### config.mk
export PLATFORM = sky130hd
export DESIGN_NAME = fetch_stage
export DESIGN_NICKNAME = d
export VERILOG_FILES = /design/src/rtl/fetch_stage.sv
export SDC_FILE = /design/constraint.sdc
export NUM_CORES = 1
export LEC_CHECK = 0
export ABC_AREA = 1
export ABC_CLOCK_PERIOD_IN_PS = 3820
export CORE_ASPECT_RATIO = 0.9
export CORE_MARGIN = 2
export CORE_UTILIZATION = 52
export CTS_BUF_LIST = sky130_fd_sc_hd__clkbuf_4 sky130_fd_sc_hd__clkbuf_8 sky130_fd_sc_hd__clkbuf_16
export DETAILED_ROUTE_END_ITERATION = 8
export MAX_ROUTING_LAYER = met4
export PLACE_DENSITY_LB_ADDON = 0.05
export SETUP_SLACK_MARGIN = 0.4
export SYNTH_ARGS = -nofsm -noshare
export SYNTH_HDL_FRONTEND = slang
export SYNTH_SLANG_ARGS = --single-unit
### constraint.sdc
create_clock -name clk -period 3.82 [get_ports clk]
set_input_delay 0.955 -clock clk [delete_from_list [all_inputs] [get_ports clk]]
set_output_delay 0.955 -clock clk [all_outputs]
set_load 0.01 [all_outputs]
### src/rtl/fetch_stage.sv
// Instruction-fetch front end: issues sequential word addresses to a one-cycle
// latency instruction memory, handles redirects and buffers returns in a 2-entry skid FIFO.
module fetch_stage #(
    parameter int                ISIZE    = 16,
    parameter int                DSIZE    = 32,
    parameter logic [ISIZE-1:0]  RESET_PC = {ISIZE{1'b0}}
) (
    input  logic             clk,
    input  logic             rst,
    output logic [ISIZE-1:0] imem_addr,
    output logic             imem_wen,
    input  logic [DSIZE-1:0] imem_rdata,
    input  logic             fetch_en,
    input  logic             redirect_valid,
    input  logic [ISIZE-1:0] redirect_pc,
    output logic             out_valid,
    input  logic             out_ready,
    output logic [DSIZE-1:0] out_instr,
    output logic [ISIZE-1:0] out_pc
);

    logic [ISIZE-1:0] r_pc;
    logic             r_req_v;
    logic [ISIZE-1:0] r_req_pc;
    logic [DSIZE-1:0] r_fifo_instr [0:1];
    logic [ISIZE-1:0] r_fifo_pc    [0:1];
    logic             r_rd_ptr;
    logic             r_wr_ptr;
    logic [1:0]       r_count;

    logic             w_deq;
    logic             w_push;
    logic             w_issue;
    logic [2:0]       w_occ;

    // Occupancy after this cycle's dequeue, counting the fetch still in flight;
    // issuing only while it is <= 1 guarantees every returned word finds a slot.
    assign w_deq   = out_valid & out_ready;
    assign w_occ   = {1'b0, r_count} + {2'b00, r_req_v} - {2'b00, w_deq};
    assign w_issue = fetch_en & ~redirect_valid & (w_occ <= 3'd1);
    assign w_push  = r_req_v & ~redirect_valid;

    assign imem_addr = r_pc;
    assign imem_wen  = 1'b0;
    assign out_valid = (r_count != 2'd0);
    assign out_instr = r_fifo_instr[r_rd_ptr];
    assign out_pc    = r_fifo_pc[r_rd_ptr];

    // PC, in-flight request tracking and FIFO state; redirect flushes everything queued.
    always_ff @(posedge clk) begin
        if (rst) begin
            r_pc            <= RESET_PC;
            r_req_v         <= 1'b0;
            r_req_pc        <= {ISIZE{1'b0}};
            r_rd_ptr        <= 1'b0;
            r_wr_ptr        <= 1'b0;
            r_count         <= 2'd0;
            r_fifo_instr[0] <= {DSIZE{1'b0}};
            r_fifo_instr[1] <= {DSIZE{1'b0}};
            r_fifo_pc[0]    <= {ISIZE{1'b0}};
            r_fifo_pc[1]    <= {ISIZE{1'b0}};
        end else if (redirect_valid) begin
            r_pc     <= redirect_pc;
            r_req_v  <= 1'b0;
            r_rd_ptr <= 1'b0;
            r_wr_ptr <= 1'b0;
            r_count  <= 2'd0;
        end else begin
            if (w_issue) begin
                r_pc     <= r_pc + {{(ISIZE-1){1'b0}}, 1'b1};
                r_req_v  <= 1'b1;
                r_req_pc <= r_pc;
            end else begin
                r_req_v  <= 1'b0;
            end
            if (w_push) begin
                r_fifo_instr[r_wr_ptr] <= imem_rdata;
                r_fifo_pc[r_wr_ptr]    <= r_req_pc;
                r_wr_ptr               <= ~r_wr_ptr;
            end else begin
                r_wr_ptr               <= r_wr_ptr;
            end
            if (w_deq) begin
                r_rd_ptr <= ~r_rd_ptr;
            end else begin
                r_rd_ptr <= r_rd_ptr;
            end
            r_count <= r_count + {1'b0, w_push} - {1'b0, w_deq};
        end
    end

endmodule

==> flow_summary.yaml <==
synth:
  postSynthNetCount: 648
  synth_flop_cell: "edfxtp_1"
  yosysMostFrequentCell: "nor2_1"
  synth_xor_area_share_pct: 0.8705
  yosysUniqueCellTypes: 33
  async_flop_share_pct: 0
  avgSynthCellArea_sq_um: 10.21
  syn_area_sq_um: 6037
  yosys_warnings: 0
  synth_top_family_by_area: "simple AND/OR/NAND/NOR gates"
  synth_edf_count: 96
  ys_ff_latch: 134
  synth.area.mux_share_pct: 8.953
  synth_top_area_share_pct: 47.75
  syn_inst: 591
  synth_compound_area_share_pct: 5.430
  synth_fa_ha_area_share_pct: 0.9534
  yosysTopAreaCell: "edfxtp_1"
  synth.area.top_cells: "edfxtp_1, dfxtp_1, mux2_2"
  synth_common_cells: "nor2_1, edfxtp_1, nand2_1, inv_1, mux2_2"
  ys_seq_area_share_pct: 60.35
  synthSimpleGateAreaFrac_pct: 15.96
run:
  drv_cap: 0
global_route:
  grt_pass1_wl_um: 21220
  antenna_found_initial: 0
  grt_overflow_total: 0
  grt_max_degree: 49
  grtUsageTotal_pct: 22.56
  grt_pass1_vias: 4320
layout:
  regArea_sq_um: 3645
  final_cells: 881
  final_nets: 769
  insertedDiodeCount: 0
  area_growth_pct: 33.70
  fillers: 880
  multi_input_area_sq_um: 1951
  final_layout_size_suffix_gt1_share_pct: 16.00
cts:
  cts.sinks: 134
  cts_tree: "done"
  cts_setup_buffers: 0
  hold_buffers: 0
  h-tree-depth: 4
  cts_buffers: 17
  clkTransAtPathRegs_ns: 0.06
  clk_latency_ns: 0.42
  post_cts_resize_count: 0
  cts-root-buf: "clkbuf_16"
  ctsLongestPathBuffers: 2
worst_setup_path:
  slowest_stage: "dfxtp_2"
  cp-end-kind: "output pin"
  max_stage_delay_ns: 0.69
  worstSetupPathType: "flip-flop to output pin"
  worstSetupStartpointType: "flip-flop"
  crit_family: "buffers and inverters"
  arrival_ns: 2.32
  path_cells: "buf_4 > mux2_2 > clkdlybuf4s50_1"
  path_buf_inv: 2
  path_max_fanout: 22
  crit_required_ns: 2.86
floorplanning:
  floorplan.initialDensity_pct: 53.01
  top_level_ports: 119
  rows: 37
  core_area_sq_um: 11390
  dieHeight_um: 106.2
  die_x_um: 117.6
  dieArea_sq_um: 12490
drt:
  vias: 4405
  wl_per_cell_um: 14.85
  dr.pass1.iters: 4
  wl_um: 13080
  drt-initial-drc-count: 312
  drc: 0
  ant_nets: 0
  vias_per_cell: 5.000
timing:
  finalSetupTns_ns: 0
  fin_worst_skew_ns: 0.007348
  fin_crit_sh_pct: 85.63
  hold_viol: 0
  setup_viol: 0
  worst_pin_slew_ns: 0.5688
  slew_viol_final: 0
  timing.final.crit_period_ns: 3.271
  fmax_ghz: 0.3057
  relSlewSlack_pct: 62.08
  rsz0062_at_grt: "false"
placed_design:
  io_buffers: 117
  place_congestion: 0.9111
  hpwl_um: 8615
  placed_cells: 849
worst_hold_path:
  holdCritPathClass: "flip-flop to flip-flop"
power:
  power_leakage_nw: 3.187
  power.density_nw_per_um2: 481.6
  max-vdd-ir-drop_uv: 274.6
run_status:
  status: "completed"
[layout make-up]
cell class / count / area share, %
clock buffer: 17 / 5.271
clock inverter: 15 / 3.426
inverter: 82 / 3.813
multi-input combinational: 350 / 24.17
sequential: 134 / 45.16
tap: 156 / 2.418
timing repair buffer: 127 / 15.75
[path summary, 6_finish.rpt]
| check | from | slack [ns] | end | cells after the start |
|---|---|---|---|---|
| setup / recovery | flip-flop | 0.55 | out_instr[18] | 3 |
| setup reg to reg | r_count[1] | 1.25 | r_req_pc[4] | 12 |
| hold reg to reg | r_rd_ptr | 0.47 | flip-flop | 1 |
| hold / removal | r_rd_ptr | 0.47 | flip-flop | 1 |
[routing by layer]
layer	up-vias	track usage (%)	routed length [um]
met4	0	8.003	165
li1	2175	-	-
met5	-	-	0
met3	14	5.794	616
met1	2096	28.07	5908
met2	120	36.22	6393
[through the flow]
step / hold WS [ns] / worst slack (ns) / instance area [sq um] / total power [mW] / utilization [%]
after floorplan: 0.4255 / 0.7597 / 6037 / 1.831 / -
after CTS: 0.4664 / 0.4977 / 8071 / 3.915 / 70.87
after global routing: 0.4781 / 0.4231 / 8071 / 4.006 / 70.87
final: 0.4707 / 0.5488 / 8071 / 3.887 / 70.87
after global placement: 0.4349 / 0.4127 / 7370 / 1.995 / 64.71
after detailed placement: 0.4590 / 0.2624 / 7370 / 2.004 / 64.71
[sequential cells by signal, indices dropped and copies added (netlist names), named ones only]
name	flops
r_req_pc	16
imem_addr	16
r_wr_ptr	1
r_req_v	1
r_count	2
r_fifo_pc	32
r_fifo_instr	64
r_rd_ptr	1
[placed cells by master, fill, tap and decap left out, types with 3 or more instances in the layout]
cell and instances:
o21ai_1 9, a21oi_2 4, inv_2 8, nor2_1 122
nand4_1 3, inv_1 74, nand2_1 73, edfxtp_1 96
mux2_2 48, nor2_2 3, clkdlybuf4s50_1 117, xnor2_1 3
buf_4 8, clkinvlp_4 3, nand3_1 19, clkinv_4 4
ha_1 3, xor2_1 3, nand3_2 3, dfxtp_1 37
clkbuf_16 17, nand2_2 4, o21ai_0 16, a21oi_1 23
bufinv_16 7
[kinds of logic (layout without fill, tap and decap cells)]
| logic type | count (synthesis) | after routing |
|---|---|---|
| flops | 134 | 134 |
| compound gates | 59 | 59 |
| buf+inv | 107 | 241 |
| other cells | 1 | 1 |
| xor+xnor | 6 | 6 |
| simple gates | 232 | 232 |
| fa+ha+maj | 4 | 4 |
| mux | 48 | 48 |
[power by group]
part / internal (mW) / switching [mW] / total [mW]
Sequential: 1.62 / 0.0378 / 1.66
Clock: 1.29 / 0.620 / 1.91
Combinational: 0.165 / 0.151 / 0.315
Total: 3.08 / 0.809 / 3.89
No activity file was read; power rests on OpenSTA's default activity.
